==> config.mk <==
export PLATFORM = sky130hd
export DESIGN_NAME = demux_burst_wr
export DESIGN_NICKNAME = d
export VERILOG_FILES = /design/src/rtl/demux_burst_wr.sv
export SDC_FILE = /design/constraint.sdc
export NUM_CORES = 1
export LEC_CHECK = 0
export ABC_AREA = 1
export BUFFER_PORTS_ARGS = -buffer_cell sky130_fd_sc_hd__buf_2
export CAP_MARGIN = 0
export CELL_PAD_IN_SITES_DETAIL_PLACEMENT = 1
export CELL_PAD_IN_SITES_GLOBAL_PLACEMENT = 1
export CORE_ASPECT_RATIO = 1.2
export CORE_MARGIN = 3
export CORE_UTILIZATION = 39
export DETAILED_ROUTE_END_ITERATION = 16
export PLACE_DENSITY = 0.84
export SLEW_MARGIN = 20
export SYNTH_ARGS = -nofsm -noshare
export SYNTH_HDL_FRONTEND = slang
export SYNTH_SLANG_ARGS = --single-unit
==> constraint.sdc <==
create_clock -name clk -period 1.8 [get_ports clk]
set_clock_uncertainty 0.2 [all_clocks]
set_input_delay 0.27 -clock clk [delete_from_list [all_inputs] [get_ports clk]]
set_output_delay 0.27 -clock clk [all_outputs]
set_load 0.01 [all_outputs]
==> src/rtl/demux_burst_wr.sv <==
// demux_burst_wr: routes a data word to one, all, or a wrapping run of
// consecutive word enables of a 2**AW-word memory, one beat per cycle.
//
// Ports:
//   clk, rst         clock (rising edge), asynchronous active-high reset
//   in_valid         request present
//   in_ready         request can be accepted this cycle (IDLE and not in reset)
//   in_addr          target / burst start address
//   in_data          data to route
//   in_mode          00 single, 01 broadcast, 10 burst, 11 no-op
//   in_len           burst beat count minus one
//   outp             registered word enables (one-hot, or all ones for broadcast)
//   out_data         registered data accompanying outp
//   out_valid        outp/out_data carry a beat this cycle
module demux_burst_wr #(
  parameter int unsigned AW = 3,
  parameter int unsigned DW = 8
) (
  input  logic                clk,
  input  logic                rst,
  input  logic                in_valid,
  output logic                in_ready,
  input  logic [AW-1:0]       in_addr,
  input  logic [DW-1:0]       in_data,
  input  logic [1:0]          in_mode,
  input  logic [AW-1:0]       in_len,
  output logic [(2**AW)-1:0]  outp,
  output logic [DW-1:0]       out_data,
  output logic                out_valid
);

  localparam int unsigned N = 2**AW;

  localparam logic [1:0] MODE_SINGLE = 2'b00;
  localparam logic [1:0] MODE_BCAST  = 2'b01;
  localparam logic [1:0] MODE_BURST  = 2'b10;

  typedef enum logic {IDLE = 1'b0, BURST = 1'b1} state_t;

  state_t         state, state_n;
  logic [AW-1:0]  rem, rem_n;       // burst beats still to present after the current one
  logic [AW-1:0]  addr, addr_n;     // address of the beat currently presented
  logic [DW-1:0]  data, data_n;     // data captured at burst acceptance
  logic [N-1:0]   outp_n;
  logic [DW-1:0]  out_data_n;
  logic           out_valid_n;
  logic           accept;
  logic [AW-1:0]  addr_inc;

  assign in_ready = (state == IDLE) && !rst;
  assign accept   = in_valid && in_ready;
  assign addr_inc = addr + AW'(1);

  // State, burst bookkeeping and output registers
  always_ff @(posedge clk or posedge rst) begin
    if (rst) begin
      state     <= IDLE;
      rem       <= '0;
      addr      <= '0;
      data      <= '0;
      outp      <= '0;
      out_data  <= '0;
      out_valid <= 1'b0;
    end else begin
      state     <= state_n;
      rem       <= rem_n;
      addr      <= addr_n;
      data      <= data_n;
      outp      <= outp_n;
      out_data  <= out_data_n;
      out_valid <= out_valid_n;
    end
  end

  // Next-state and next-beat logic; an idle cycle presents all zeros
  always_comb begin
    state_n     = state;
    rem_n       = rem;
    addr_n      = addr;
    data_n      = data;
    outp_n      = '0;
    out_data_n  = '0;
    out_valid_n = 1'b0;

    unique case (state)
      IDLE: begin
        if (accept) begin
          unique case (in_mode)
            MODE_SINGLE: begin
              outp_n      = N'(1) << in_addr;
              out_data_n  = in_data;
              out_valid_n = 1'b1;
            end
            MODE_BCAST: begin
              outp_n      = '1;
              out_data_n  = in_data;
              out_valid_n = 1'b1;
            end
            MODE_BURST: begin
              // First beat goes out now; a one-beat burst never leaves IDLE
              outp_n      = N'(1) << in_addr;
              out_data_n  = in_data;
              out_valid_n = 1'b1;
              if (in_len != '0) begin
                state_n = BURST;
                rem_n   = in_len;
                addr_n  = in_addr;
                data_n  = in_data;
              end
            end
            default: ;  // no-op: accepted, no beat
          endcase
        end
      end
      BURST: begin
        // Advance with natural AW-bit wrap; leave on the final beat so the
        // next request can be accepted while it is shown
        addr_n      = addr_inc;
        rem_n       = rem - AW'(1);
        outp_n      = N'(1) << addr_inc;
        out_data_n  = data;
        out_valid_n = 1'b1;
        if (rem == AW'(1)) begin
          state_n = IDLE;
        end
      end
      default: state_n = IDLE;
    endcase
  end

endmodule

==> summary.md <==
| Metric | Value |
|---|---|
| Outcome | complete, no violations |
| Number of antenna violations at the first check in global routing | 0 |
| Post-Syn Area per Cell | 8.24 µm² |
| Critical path start-end classification | reg -> reg |
| Cell area after synthesis | 1620 µm² |
| Number of flops mapped to enable cells by yosys | 0 |
| Post-synthesis cell type count | 22 |
| Share of flip-flops with an asynchronous set or reset after synthesis | 1.00 |
| Reg-to-reg critical path endpoint | rem[2] |
| Final std cell area, no fill | 2000 µm² |
| Largest fanout on the critical path | 8 |
| Part of the total power dissipated in sequential elements | 0.390 |
| Reg-to-Reg Start | state |
| Layout cells sized above 1 | 0.247 |
| Worst-case register-to-register setup slack | 0.11 ns |
| Dominant register cell in the synthesized netlist | dfrtp_1 |
| Starting utilization of the core area | 0.409 |
| Leading cell type by number of instances after synthesis | nand2_1 |
| Crit path DAT | 1.65 ns |
| Number of clock sinks | 32 |
| Internal Pwr Total | 0.00176 W |
| Initial detailed-routing violation count | 107 |
| Inserted Diodes | 0 |
| Slew headroom | 0.715 |
| IO buf count | 36 |
| Overall global routing resource usage | 0.187 |
| Class of the tightest hold or removal check | in -> reg |
| Endpoint required time on the critical path | 1.77 ns |
| Fraction of power spent switching nets | 0.380 |
| Post-placement cell area | 1880 µm² |
| Largest net degree at the start of global routing | 33 |
| Gate power share | 0.376 |
| Number of ports placed on the die boundary | 37 |
| Htree depth | 2 |
| Synthesized instance count | 197 |
| Fmax | 0.593 GHz |
| Net switching power | 0.00108 W |
| Slew of the pin with the lowest slew margin | 0.425 ns |
| Number of nets still failing antenna checks after routing | 0 |
| Number of cells on the worst hold path | 3 |
| Vias | 1443 |
| Area added between synthesis and finish | 23.5% |
| Wire length reported by the detailed router | 4200 µm |
| Seq/Total Area, Yosys | 0.493 |
| Leading post-synthesis cells by cell area | dfrtp_1 (49%), nand2_1 (18%), ha_1 (5.4%) |
| Y dimension of the die | 76.7 µm |
| Synth cell count leaders | nand2_1 (78), dfrtp_1 (32), inv_1 (22) |
| Detailed-routing iteration count for the pre-antenna-repair pass | 4 |
| Final-stage net count | 268 |
| Width of the die | 64.9 µm |
| CTS buffer count | 5 |
| Max Transition Viols Final | 0 |
| Setup TNS after final layout | 0 ns |
| Global-route wire length before repair | 7110 µm |
| Worst voltage drop across the vdd grid | 0.509 mV |
| Critical Path Sink Type | flip-flop |
| Vias in the first global route | 1591 |
| Placement Rows | 25 |
| Startpoint of the most critical hold path | in_data[3] |
| Total of max-cap violations | 0 |
| Final RePlAce weighted congestion | 0.819 |
| Cell taking the most area after synthesis | dfrtp_1 |
| Endpoint with the worst hold slack | data[3] |
| Clk slew on worst S/H paths | 0.07 ns |
| Clock latency on the worst-skew pair | 0.28 ns |
| DRC violations left | 0 |
| Fin crit period | 1.69 ns |
| Overall overflow remaining after global route | 0 |
| Portion of the clock cycle consumed by the worst path in the final layout | 0.937 |
| Clock tree from TritonCTS | yes |
| Worst Setup Start Kind | flip-flop |
| Leakage dissipation | 1.14 nW |
| Clk network pwr share | 0.235 |
| Max Buffers Root-to-Sink | 2 |
| Total Die Area | 4970 µm² |
| Core Area | 3970 µm² |
| Average wire per cell in the routed design | 14.2 µm |
| CTS Root Cell | clkbuf_8 |
| Count of endpoints failing hold in the final timing report | 0 |
| Synth warnings | 0 |
| Cells on worst reg2reg path | 5 |
| DP Wirelength | 3020 µm |
| P per Cell Area | 1420 nW/µm² |
| Total of flip-flops plus latches after synthesis | 32 |
| Number of vias per cell | 4.86 |
| Area share of the largest cell type after synthesis | 0.493 |
| Number of buffers inserted by post-CTS setup repair | 0 |
| Endpoints failing setup | 0 |
| Net count after synthesis | 223 |
==> power by group through the flow <==
stage | Combinational [W] | Clock, W | Sequential, W
4_1_cts | 0.00106 | 0.000684 | 0.00110
3_3_place_gp | 0.000989 | 0 | 0.00110
3_5_place_dp | 0.00104 | 0 | 0.00112
6_report | 0.00107 | 0.000666 | 0.00111
2_1_floorplan | 0.000664 | 0 | 0.00113
5_1_grt | 0.00122 | 0.000730 | 0.00114
==> how the worst max path moves through the flow <==
stage | startpoint | end | slack, ns | depth (start not counted)
4_1_cts | state | rem[2] | 0.05 | 5
3_5_place_dp | state | data[5] | 0.1 | 7
5_1_grt | state | rem[2] | -0.02 | 5
3_3_place_gp | state | data[7] | 0.19 | 7
2_1_floorplan | state | data[4] | 0.33 | 8
6_report | state | rem[2] | 0.11 | 5
==> cells in the final DEF, fill, tap and decap left out, types with 5 or more instances in the layout <==
cell type,synthesis,final
nand3_1,11,10
buf_2,1,36
ha_1,7,7
o21ai_0,9,9
buf_4,0,5
nor2_1,7,7
nand2_1,78,78
inv_1,22,22
clkbuf_8,0,5
dfrtp_1,32,32
==> per-stage QoR <==
| step | hold WS, ns | power (W) | util | cells | setup WS, ns |
|---|---|---|---|---|---|
| after floorplan | 0.186 | 0.00179 | - | 197 | 0.330 |
| after global placement | 0.242 | 0.00209 | 0.472 | 288 | 0.190 |
| after detailed placement | 0.242 | 0.00216 | 0.472 | 288 | 0.0991 |
| after CTS | 0.0387 | 0.00285 | 0.502 | 297 | 0.0513 |
| after global routing | 0.0689 | 0.00308 | 0.505 | 297 | -0.0247 |
| final | 0.0431 | 0.00284 | 0.505 | 297 | 0.114 |
==> layout make-up <==
type / instances / area (µm²)
multi-input cells: 138 / 714
inverters: 23 / 86.3
well taps: 54 / 67.6
repair buffers: 42 / 228
flip-flops and latches: 32 / 801
clock inverters: 2 / 35.0
clock buffers: 6 / 72.6
fillers: 518 / 1970
==> logic make-up (layout without fill, tap and decap cells) <==
group,Yosys count,in the layout,synth area share
simple gates,107,107,0.289
flops,32,32,0.493
compound gates,24,24,0.0910
buf+inv,27,73,0.0725
fa+ha+maj,7,7,0.0540
==> repair_timing <==
item                                    4_1_cts  5_1_grt
resized for setup                             0        2
endpoints found under the setup margin        0        9
hold endpoints to repair                     32        0
hold buffers                                  1        0
==> state kept, by name, indices dropped and copies added (netlist names) <==
signal,count
data,8
out_data,8
outp,8
addr,3
rem,3
out_valid,1
state,1
==> worst max-delay path, cell delays in order (launching register included) <==
cell and delay, ns:
dfrtp_1 0.48, inv_1 0.17, o21ai_1 0.28, nand3_2 0.24, nand2_1 0.14, nand2_1 0.07
==> per-layer routing <==
metal / vias up / GRT usage / share of wire / wire length, µm
li1: 706 / - / - / -
met1: 690 / 0.200 / 0.38 / 1610
met2: 38 / 0.331 / 0.56 / 2340
met3: 9 / 0.0439 / 0.038 / 158
met4: 0 / 0.101 / 0.024 / 99
met5: - / 0 / 0 / 0
Note: power is estimated with default switching activity, not from simulation.
